## src/rtl/int2float_pipe.sv

```systemverilog
// Pipelined integer-to-float converter with round-to-nearest-even and an inexact flag.
// Three register stages (sign/magnitude, normalise, round/pack) sharing one global advance.
module int2float_pipe #(
  parameter int unsigned IN_WIDTH  = 32,
  parameter int unsigned EXP_WIDTH = 8,
  parameter int unsigned MAN_WIDTH = 23
) (
  input  logic                           clk,
  input  logic                           rst_n,
  input  logic                           in_valid,
  output logic                           in_ready,
  input  logic [IN_WIDTH-1:0]            in_data,
  input  logic                           in_signed,
  output logic                           out_valid,
  input  logic                           out_ready,
  output logic [EXP_WIDTH+MAN_WIDTH:0]   out_data,
  output logic                           out_inexact
);

  localparam int unsigned BIAS = (1 << (EXP_WIDTH - 1)) - 1;
  localparam int unsigned PW   = (IN_WIDTH > 1) ? $clog2(IN_WIDTH) : 1;
  localparam int unsigned FW   = MAN_WIDTH + 1;
  localparam int unsigned EW   = IN_WIDTH + MAN_WIDTH + 1;

  // IN_WIDTH <= BIAS keeps p + BIAS + carry inside the exponent field.
  if (IN_WIDTH < 2 || IN_WIDTH > BIAS) begin : gen_param_check
    $error("int2float_pipe: IN_WIDTH must be in [2, BIAS]");
  end

  logic adv;

  // Stage 1: sign and magnitude
  logic                 s1_valid_q;
  logic                 s1_sign_q, s1_sign_d;
  logic [IN_WIDTH-1:0]  s1_mag_q, s1_mag_d;

  // Stage 2: normalised magnitude, leading-one index
  logic                 s2_valid_q;
  logic                 s2_sign_q;
  logic                 s2_zero_q, s2_zero_d;
  logic [PW-1:0]        s2_p_q, s2_p_d;
  logic [IN_WIDTH-2:0]  s2_low_q, s2_low_d;
  logic [IN_WIDTH-1:0]  s2_norm;

  // Stage 3: packed result
  logic                          out_valid_q;
  logic [EXP_WIDTH+MAN_WIDTH:0]  out_data_q, out_data_d;
  logic                          out_inexact_q, out_inexact_d;

  logic [EW-1:0]        ext;
  logic [MAN_WIDTH-1:0] frac;
  logic                 guard;
  logic                 sticky;
  logic                 round_up;
  logic [FW-1:0]        frac_inc;
  logic [EXP_WIDTH-1:0] exp_field;

  assign adv      = !out_valid_q | out_ready;
  assign in_ready = rst_n & adv;

  always_comb begin
    s1_sign_d = in_signed & in_data[IN_WIDTH-1];
    s1_mag_d  = s1_sign_d ? (~in_data + IN_WIDTH'(1)) : in_data;
  end

  always_comb begin
    s2_p_d = '0;
    for (int unsigned i = 0; i < IN_WIDTH; i++) begin
      if (s1_mag_q[i]) s2_p_d = PW'(i);
    end
    s2_norm   = s1_mag_q << (PW'(IN_WIDTH - 1) - s2_p_d);
    // After normalisation the MSB is set unless the magnitude was zero.
    s2_zero_d = ~s2_norm[IN_WIDTH-1];
    s2_low_d  = s2_norm[IN_WIDTH-2:0];
  end

  always_comb begin
    // Bits below the leading one, padded so frac/guard always exist.
    ext       = {s2_low_q, {(MAN_WIDTH + 2){1'b0}}};
    frac      = ext[EW-1 -: MAN_WIDTH];
    guard     = ext[IN_WIDTH];
    sticky    = |ext[IN_WIDTH-1:0];
    round_up  = guard & (sticky | frac[0]);
    frac_inc  = {1'b0, frac} + FW'(round_up);
    exp_field = EXP_WIDTH'(s2_p_q) + EXP_WIDTH'(BIAS) + EXP_WIDTH'(frac_inc[MAN_WIDTH]);
    if (s2_zero_q) begin
      out_data_d    = '0;
      out_inexact_d = 1'b0;
    end else begin
      out_data_d    = {s2_sign_q, exp_field, frac_inc[MAN_WIDTH-1:0]};
      out_inexact_d = guard | sticky;
    end
  end

  always_ff @(posedge clk) begin
    if (!rst_n) begin
      s1_valid_q    <= 1'b0;
      s1_sign_q     <= 1'b0;
      s1_mag_q      <= '0;
      s2_valid_q    <= 1'b0;
      s2_sign_q     <= 1'b0;
      s2_zero_q     <= 1'b1;
      s2_p_q        <= '0;
      s2_low_q      <= '0;
      out_valid_q   <= 1'b0;
      out_data_q    <= '0;
      out_inexact_q <= 1'b0;
    end else if (adv) begin
      s1_valid_q    <= in_valid;
      s1_sign_q     <= s1_sign_d;
      s1_mag_q      <= s1_mag_d;
      s2_valid_q    <= s1_valid_q;
      s2_sign_q     <= s1_sign_q;
      s2_zero_q     <= s2_zero_d;
      s2_p_q        <= s2_p_d;
      s2_low_q      <= s2_low_d;
      out_valid_q   <= s2_valid_q;
      out_data_q    <= out_data_d;
      out_inexact_q <= out_inexact_d;
    end
  end

  assign out_valid   = out_valid_q;
  assign out_data    = out_data_q;
  assign out_inexact = out_inexact_q;

endmodule
```

## config.mk

```make
export PLATFORM = sky130hd
export DESIGN_NAME = int2float_pipe
export DESIGN_NICKNAME = d
export VERILOG_FILES = /design/src/rtl/int2float_pipe.sv
export SDC_FILE = /design/constraint.sdc
export NUM_CORES = 1
export LEC_CHECK = 0
export BUFFER_PORTS_ARGS = -buffer_cell sky130_fd_sc_hd__buf_4
export CORE_AREA = 2 2 140 142
export DETAILED_ROUTE_END_ITERATION = 10
export DIE_AREA = 0 0 142 144
export SETUP_SLACK_MARGIN = 0.05
export SKIP_LAST_GASP = 1
export SYNTH_ARGS = -nofsm -noshare
export SYNTH_HDL_FRONTEND = slang
export SYNTH_SLANG_ARGS = --single-unit
```

## constraint.sdc

```tcl
create_clock -name clk -period 3.5 [get_ports clk]
set_input_delay 0.525 -clock clk [delete_from_list [all_inputs] [get_ports clk]]
set_output_delay 0.525 -clock clk [all_outputs]
set_load 0.005 [all_outputs]
```

### After elaboration in Yosys (flattened, before gate mapping)

Cells that the tools add are included.

| storage, ports and cells | value |
|---|---|
| logic and storage cells | 61 |
| bits of input ports | 37 |
| output and inout bits | 35 |
| register bits after elaboration | 107 |

| operators by class | value |
|---|---|
| multiplexer cells | 34 |
| $add $sub $neg | 5 |
| shifts and indexed selects | 1 |
| bitwise logic cells | 8 |
| reductions and logical operators | 2 |

Operators by type and width:

| cell | number |
|---|---|
| two-way mux 5 bit | 30 |
| two-way mux 32 bit | 2 |
| adder 32 x 1 -> 32 bit (second input constant) | 1 |
| inverter 32 bit | 1 |
| << shifter 32 x 5 -> 32 bit | 1 |
| adder 23 x 1 -> 24 bit | 1 |
| adder 5 x 7 -> 8 bit (second input constant) | 1 |
| adder 8 x 1 -> 8 bit | 1 |
| OR reduction 7 bit | 1 |
| subtractor 5 bit (first input constant) | 1 |
| AND 1 bit | 3 |
| OR 1 bit | 3 |
| two-way mux 1 bit | 2 |
| logical NOT 1 bit | 1 |
| inverter 1 bit | 1 |

### Depth between registers and ports, before layout

Gate-level depths: netlist (run 1).

| depth | value |
|---|---|
| depth in word-level cells | 34 |
| depth in mapped cells | 15 |
| gate-level depth less buffers | 14 |

### Least setup slack after synthesis (run 1)

OpenSTA, ideal clock, no wires.

| path | value |
|---|---|
| path type | flip-flop to flip-flop |
| start point | register s2_low_q[0] |
| end point | register out_data_q[27], in the netlist out_data[27] |
| buffers on the path | 1 |
| setup slack | 0.754 ns |
| library setup time | 0.118 ns |
| clock period less this slack | 2.746 ns |
| cell stages (with the launch flop) | 16 |
| arrival time | 2.628 ns |
| data required time | 3.382 ns |
| cell sequence | dfxtp_1 > nor3_1 > nand2_1 > o21a_1 > ha_1 > nand3_1 > or3_1 > clkbuf_1 > nor3_1 > nand3_1 > ha_1 > ha_1 > nor3b_1 > xor2_1 > a22oi_1 > nor2b_1 |

| on the way | value |
|---|---|
| cells in the longest elaborated chain, start to end | 6 |

Ends and longest elaborated chain:

| item | line | RTL |
|---|---|---|
| from (decl) | 42 | `logic [IN_WIDTH-2:0] s2_low_q, s2_low_d;` |
| from (signal assigned) | 116 | `s2_low_q <= s2_low_d;` |
| OR reduction 7 bit | 82 | `sticky = \|ext[IN_WIDTH-1:0];` |
| OR 1 bit | 83 | `round_up = guard & (sticky \| frac[0]);` |
| AND 1 bit | 83 |  |
| adder 23 x 1 -> 24 bit | 84 | `frac_inc = {1'b0, frac} + FW'(round_up);` |
| adder 8 x 1 -> 8 bit | 85 | `exp_field = EXP_WIDTH'(s2_p_q) + EXP_WIDTH'(BIAS) + EXP_WIDTH'(frac_inc[MAN_WIDTH]);` |
| two-way mux 32 bit | 86 | `if (s2_zero_q) begin` |
| to (signal assigned) | 118 | `out_data_q <= out_data_d;` |
| to (decl) | 47 | `logic [EXP_WIDTH+MAN_WIDTH:0] out_data_q, out_data_d;` |

No other way between the ends.
A chain may end at the register's enable or synchronous reset.

### Worst setup path after layout (run 1)

| path | value |
|---|---|
| start point | register s1_mag_q[23] |
| end point | register s2_low_q[26] |

| on the way | value |
|---|---|
| cells in the longest elaborated chain, start to end | 11 |

Ends and longest elaborated chain:

| item | line | RTL |
|---|---|---|
| from (decl) | 35 | `logic [IN_WIDTH-1:0] s1_mag_q, s1_mag_d;` |
| from (signal assigned) | 111 | `s1_mag_q <= s1_mag_d;` |
| two-way mux 5 bit (9 in a row) | 69 | `if (s1_mag_q[i]) s2_p_d = PW'(i);` |
| subtractor 5 bit | 71 | `s2_norm = s1_mag_q << (PW'(IN_WIDTH - 1) - s2_p_d);` |
| << shifter 32 x 5 -> 32 bit * | 71 |  |

Mark *: on every way between the ends. The rest lies on a longest branch, timed or not.

==> results of run 1 <==
-- path summary, 6_finish.rpt --
kind | start | endpoint | slack [ps]
worst min register to register | s2_low_q[6] | s2_low_q[6] | 460
worst min-delay path | in_valid | s1_valid_q | 430
worst max register to register | s1_mag_q[23] | s2_low_q[26] | 250
worst max-delay path | s1_mag_q[23] | s2_low_q[26] | 250
-- cell usage in the layout, fill, tap and decap left out, drive strengths merged, types with 7 or more instances in the layout --
cell type  Yosys  final
nor3          18     18
a21oi         26     26
o21ai         40     40
buf           14     87
nand3         20     20
nor2b         31     31
nand2b         8      8
or3           11     11
a22oi         29     29
a21boi        11     11
mux2i         71     71
and2           8      8
o31ai          7      7
clkbuf        38     10
xnor2         21     21
nor2          42     42
xor2          28     28
nand2        114    114
dfxtp        107    107
inv           15     18
o211a         30     30
nor4          14     14
-- layer usage --
metal | vias to the layer above | wire length [um] | share of wire, % | global-route usage [%]
li1 | 2948 | - | - | -
met4 | 0 | 404 | 2.2 | 6.58
met2 | 154 | 8230 | 46 | 28.5
met3 | 23 | 904 | 5.0 | 3.08
met1 | 2731 | 8530 | 47 | 24.1
met5 | - | 0 | 0 | 0
-- where the power goes --
group / switching (uW) / total, uW / internal [uW]
Sequential: 165 / 1510 / 1350
Clock: 508 / 1080 / 573
Combinational: 602 / 1090 / 489
Total: 1280 / 3690 / 2410
-- registers in the layout, summed over array words and instances (netlist names) --
signal       cells
s1_mag_q        32
s2_sign_q        1
s1_valid_q       1
s2_p_q           5
s2_low_q        31
out_valid        1
s1_sign_q        1
s2_valid_q       1
out_inexact      1
s2_zero_q        1
out_data        32
-- area by class of cell --
type	instances	area (um^2)	area share, %
clock buffer	10	229	3.03
clock inverter	6	82.6	1.09
inverter	15	56.3	0.746
multi-input combinational	611	4080	54.1
sequential	107	2140	28.4
tap	238	298	3.95
timing repair buffer	87	653	8.66
-- per-stage QoR --
| step | hold WS (ps) | utilization, % |
|---|---|---|
| 3_5_place_dp | 446 | 37.9 |
| 3_3_place_gp | 441 | 37.9 |
| 6_report | 426 | 39.5 |
| 4_1_cts | 417 | 39.5 |
| 2_1_floorplan | 425 | - |
| 5_1_grt | 422 | 39.5 |
-- kinds of logic (layout without fill, tap and decap cells) --
logic type,after synthesis,count (layout),share of synthesized area [%]
buffers and inverters,67,118,4.34
xor gates and xnor gates,49,49,6.62
and+or+nand+nor,283,283,20.9
muxes,73,73,11.3
DFF,107,107,33.1
adders and majority gates,5,5,0.965
AOI/OAI and AO/OA,201,201,22.8
-- tightest hold or removal path, stage by stage --
cell	delay (ps)
buf_4	110
nand2_1	40
a21boi_0	60
==> flow_metrics.py, run 1 <==
metrics = {
    "global_route": {
        "gr-total-overflow": 0,
        "grt.total_usage_pct": 17.8,
        "grt_pass1_vias": 5459,
        "grt_max_degree": 86,
        "antenna_found_initial": 0,
        "grt_pass1_wl_um": 29100,
    },
    "critical_path": {
        "arrival_ps": 3500,
        "worstPathRequired_ps": 3760,
        "cp-start-kind": "flip-flop",
        "cp.depth": 10,
        "end_kind": "flip-flop",
        "cp_common_cell": "mux2i_1",
        "cp_slowest_cell": "o221ai_4",
        "crit_type": "reg2reg",
        "cp_max_fo": 27,
        "max_stage_delay_ps": 840,
        "path_buf_inv": 1,
        "path_delay_family": "compound AO/OA/AOI/OAI gates",
        "r2r_cells": 10,
        "crit_chain": "nor2b_1 -> o21bai_1 -> o2111ai_1 -> o221ai_4 -> buf_4 -> mux2i_1 -> mux2i_1 -> a22oi_1 -> o211ai_1 -> a32o_1",
    },
    "placement": {
        "dp_cells": 1058,
        "dp.final_hpwl_um": 13300,
        "pre_cts_ws_ps": 318,
        "gp_congestion": 0.930,
        "place_area_um2": 7230,
        "io_buffer_count": 71,
    },
    "cts": {
        "cts_tree": "yes",
        "cts_hold_buf": 0,
        "cts_buffers": 9,
        "clkTransAtPathRegs_ps": 80,
        "htree_levels": 3,
        "cts_setup_buffers": 0,
        "cts.sinks": 107,
        "clk_latency_ps": 360,
        "cts_resized": 0,
        "cts_max_path_buffers": 2,
        "root_buffer": "clkbuf_16",
    },
    "timing": {
        "tightest_slew_ps": 1060,
        "rsz0062_at_grt": "no",
        "slew_headroom_pct": 29.6,
        "setup_viol": 0,
        "fin_skew_ps": 9.88,
        "min_period_ps": 3250,
        "finalCritPeriodShare_pct": 92.7,
        "hold_viol": 0,
        "max_freq_mhz": 308,
        "finalSetupTns_ps": 0,
        "fin_ws_ps": 254,
        "drv_slew": 0,
    },
    "power": {
        "vdd_drop_max_mv": 0.230,
        "total_power_uw": 3690,
        "powerDensity_nw_per_um2": 489,
        "p_leak_uw": 0.00327,
    },
    "layout": {
        "layout.nets": 873,
        "num-fill-cells": 1958,
        "final_cell_area_um2": 7540,
        "drive_gt1_share_pct": 13.5,
        "antennaDiodeCount": 0,
        "synthToLayoutAreaGrowth_pct": 16.4,
        "instances_no_fill": 1074,
    },
    "status": {
        "status": "completed",
    },
    "logic_synthesis": {
        "synth-edff-count": 0,
        "synthesis.area_um2": 6480,
        "synth_area_leader_cell": "dfxtp_1",
        "async_flop_share_pct": 0,
        "ys_types": 58,
        "syn_avg_cell_area_um2": 8.25,
        "ys_seq_area_share_pct": 33.1,
        "synth_cells": 785,
        "ys_ff_latch": 107,
        "yosys_warnings": 0,
        "yosysMostFrequentCell": "nand2_1",
        "synth_flop_cell": "dfxtp_1",
        "ys_top_cells_by_area": "dfxtp_1 (33%), mux2i_1 (11%), nand2_1 (6.6%)",
        "syn_nets": 827,
        "yosys-top-cells-count": "nand2_1 (114), dfxtp_1 (107), mux2i_1 (71), nor2_1 (42), clkbuf_1 (38)",
        "synth_top_area_share_pct": 33.1,
    },
    "die": {
        "die_w_um": 142,
        "fp.dieH_um": 144,
        "start_util_pct": 34.0,
        "coreArea_um2": 19100,
        "dieArea_um2": 20400,
        "std_cell_rows": 51,
        "design.portCount": 72,
    },
    "run": {
        "max-cap-violations": 0,
    },
    "hold_path": {
        "hp-class": "in2reg",
        "hold_depth": 3,
    },
    "routing": {
        "drtAntennaViolNets": 0,
        "first_pass_iters": 5,
        "drc": 0,
        "totalWireLength_um": 18100,
        "wl_per_cell_um": 16.8,
        "drtIter0Drc": 455,
        "via_per_inst": 5.45,
        "num_vias": 5856,
    },
}
No activity file was read; power rests on OpenSTA's default activity.
==> inputs of run 2 (changes only) <==
- ABC_AREA: default -> 1
- CORE_AREA: 2 2 140 142 -> 2 2 142 144
- DIE_AREA: 0 0 142 144 -> 0 0 144 146
==> run 2 against run 1 <==
  * The flow now finishes with violations (negative setup slack)
  * Via count up 26%
  * Synthesized cell count up 39%
  * Routed wire length up 11%
  * Register-to-register slack worse by 540 ps
  * Clock-buffer cell count unchanged
  * Final cell count up 38%
  * Sequential cell count unchanged
  * Fmax down 14%
  * Clock skew about the same
  * Worst hold slack about the same
  * Highest routed layer unchanged
==> flow_metrics.py, run 2 <==
metrics = {
    "logic_synthesis": {
        "synth_top_area_share_pct": 31.8,
        "synth_flop_cell": "dfxtp_1",
        "yosys-top-cells-count": "nand2_1 (256), nand3_1 (197), inv_1 (133), dfxtp_1 (107), nor2_1 (77)",
        "ys_types": 42,
        "syn_avg_cell_area_um2": 6.19,
        "synth_cells": 1088,
        "synthesis.area_um2": 6740,
        "ys_top_cells_by_area": "dfxtp_1 (32%), nand3_1 (15%), nand2_1 (14%)",
        "syn_nets": 1130,
        "ys_seq_area_share_pct": 31.8,
        "synth_area_leader_cell": "dfxtp_1",
        "synth-edff-count": 0,
        "async_flop_share_pct": 0,
        "yosysMostFrequentCell": "nand2_1",
        "ys_ff_latch": 107,
        "yosys_warnings": 0,
    },
    "critical_path": {
        "cp-start-kind": "flip-flop",
        "crit_type": "reg2reg",
        "cp_max_fo": 2,
        "arrival_ps": 4090,
        "max_stage_delay_ps": 330,
        "worstPathRequired_ps": 3810,
        "crit_path_start": "s2_low_q[2]",
        "cp_slowest_cell": "dfxtp_2",
        "r2r_start": "s2_low_q[2]",
        "cp_common_cell": "buf_4",
        "end_kind": "flip-flop",
    },
    "placement": {
        "dp.final_hpwl_um": 13900,
        "gp_congestion": 0.914,
        "pre_cts_ws_ps": -139,
        "dp_cells": 1404,
        "io_buffer_count": 71,
    },
    "timing": {
        "hold_viol": 0,
        "tightest_slew_ps": 1140,
        "max_freq_mhz": 264,
        "rsz0062_at_grt": "yes",
        "fin_ws_ps": -285,
        "setup_viol": 11,
        "drv_slew": 0,
        "fin_skew_ps": 9.50,
        "finalCritPeriodShare_pct": 108,
        "min_period_ps": 3790,
        "slew_headroom_pct": 23.4,
    },
    "global_route": {
        "grt_max_degree": 58,
        "gr-total-overflow": 0,
        "grt.total_usage_pct": 19.1,
        "antenna_found_initial": 0,
        "grt_pass1_vias": 6778,
        "grt_pass1_wl_um": 32700,
    },
    "layout": {
        "final_common_cell": "nand2_1",
        "final_cell_mix": "nand2_1 (250), nand3_1 (188), buf_4 (149)",
        "synthToLayoutAreaGrowth_pct": 29.3,
        "seqCellArea_um2": 2160,
        "layout.nets": 1251,
        "antennaDiodeCount": 0,
        "drive_gt1_share_pct": 20.5,
        "post-route-util_pct": 45.0,
        "instances_no_fill": 1479,
        "num-fill-cells": 2059,
        "multiInputGateArea_um2": 4130,
    },
    "routing": {
        "drtAntennaViolNets": 0,
        "num_vias": 7386,
        "totalWireLength_um": 20000,
        "drtIter0Drc": 455,
        "drc": 0,
        "first_pass_iters": 5,
        "via_per_inst": 4.99,
        "wl_per_cell_um": 13.6,
    },
    "run": {
        "max-cap-violations": 0,
    },
    "cts": {
        "clk_latency_ps": 370,
        "cts.sinks": 107,
        "cts_hold_buf": 0,
        "root_buffer": "clkbuf_16",
        "clkTransAtPathRegs_ps": 80,
        "cts_max_path_buffers": 2,
        "htree_levels": 3,
        "cts_buffers": 9,
        "cts_tree": "yes",
    },
    "die": {
        "dieArea_um2": 21000,
        "die_w_um": 144,
        "coreArea_um2": 19300,
        "design.portCount": 72,
        "start_util_pct": 34.8,
        "fp.dieH_um": 146,
        "std_cell_rows": 51,
    },
    "power": {
        "swShare_pct": 39.8,
        "combPwrFrac_pct": 37.8,
        "internal_power_uw": 2460,
        "power_frac_clock_pct": 25.3,
        "vdd_drop_max_mv": 0.237,
        "p_sw_uw": 1630,
        "seq_power_share_pct": 36.9,
        "p_leak_uw": 0.00391,
        "powerDensity_nw_per_um2": 470,
    },
    "hold_path": {
        "min-delay-start": "in_valid",
        "hp-class": "in2reg",
    },
    "status": {
        "failed_checks": "negative setup slack",
        "status": "finished, violations left",
    },
}
-- run 2: cell types whose count changed after synthesis, sizes merged, moves of 11 or more --
| cell | change |
|---|---|
| o21ai | +35 |
| mux2i | -71 |
| nor2b | -31 |
| a22oi | -29 |
| nor2 | +35 |
| nand3 | +180 |
| xnor2 | -11 |
| o211a | -30 |
| a21boi | -11 |
| inv | +120 |
| a21oi | +52 |
| or3 | -11 |
| nand2 | +145 |
-- run 2: layer usage --
layer  up-vias  global-route usage (%)  wire, um
met1      3343                    24.3      9150
met4         0                    6.42       541
li1       3831                       -         -
met2       171                    32.6      9680
met3        41                    3.09       677
met5         -                       0         0
-- run 2: metrics by stage --
step / TNS [ps] / hold slack, ps / instance area, um^2 / total power (uW)
3_5_place_dp: -356 / 455 / 7630 / 2910
5_1_grt: -6150 / 441 / 8710 / 4390
6_report: -2140 / 426 / 8710 / 4090
4_1_cts: 0 / 434 / 8330 / 3960
3_3_place_gp: -137 / 452 / 7630 / 2910
2_1_floorplan: 0 / 429 / 6740 / 2510
-- run 2: worst max-delay path, delay by kind of cell (launching register included) --
kind	cells	cell delay, ps
compound gates	2	300
buf+inv	20	2110
fa+ha+maj	1	200
flops	1	330
simple gates	9	790
-- run 2: area by class of cell --
cell class	count	share of cell area [%]
well taps	265	3.81
multi-input cells	794	47.4
clock buffers	10	2.74
inverters	137	5.93
repair buffers	160	14.7
clock inverters	6	0.647
flip-flops and latches	107	24.8
-- run 2: path summary, 6_finish.rpt --
check | end | slack, ps | depth (start not counted)
hold reg to reg | s2_valid_q | 460 | 2
setup reg to reg | out_data[7] | -290 | 32
hold / removal | s1_valid_q | 430 | 3
setup / recovery | out_data[7] | -290 | 32
-- run 2: logic make-up after synthesis --
logic type,synth area share [%]
buffers and inverters,11.1
DFF,31.8
adders and majority gates,0.929
and+or+nand+nor,37.4
AOI/OAI and AO/OA,14.8
xor gates and xnor gates,3.90
-- run 2: power by group through the flow --
stage	clock network [uW]	logic, uW	registers [uW]
2_1_floorplan	0	1010	1500
3_3_place_gp	0	1380	1530
3_5_place_dp	0	1380	1530
4_1_cts	1060	1400	1500
5_1_grt	1110	1740	1530
6_report	1040	1550	1510
-- run 2: repair_timing --
item                                    in CTS  in global routing
cloned                                       0                  5
setup buffers                               49                 16
pin swaps                                    3                 30
endpoints found under the setup margin       5                 48
gates resized for setup                     10                 79
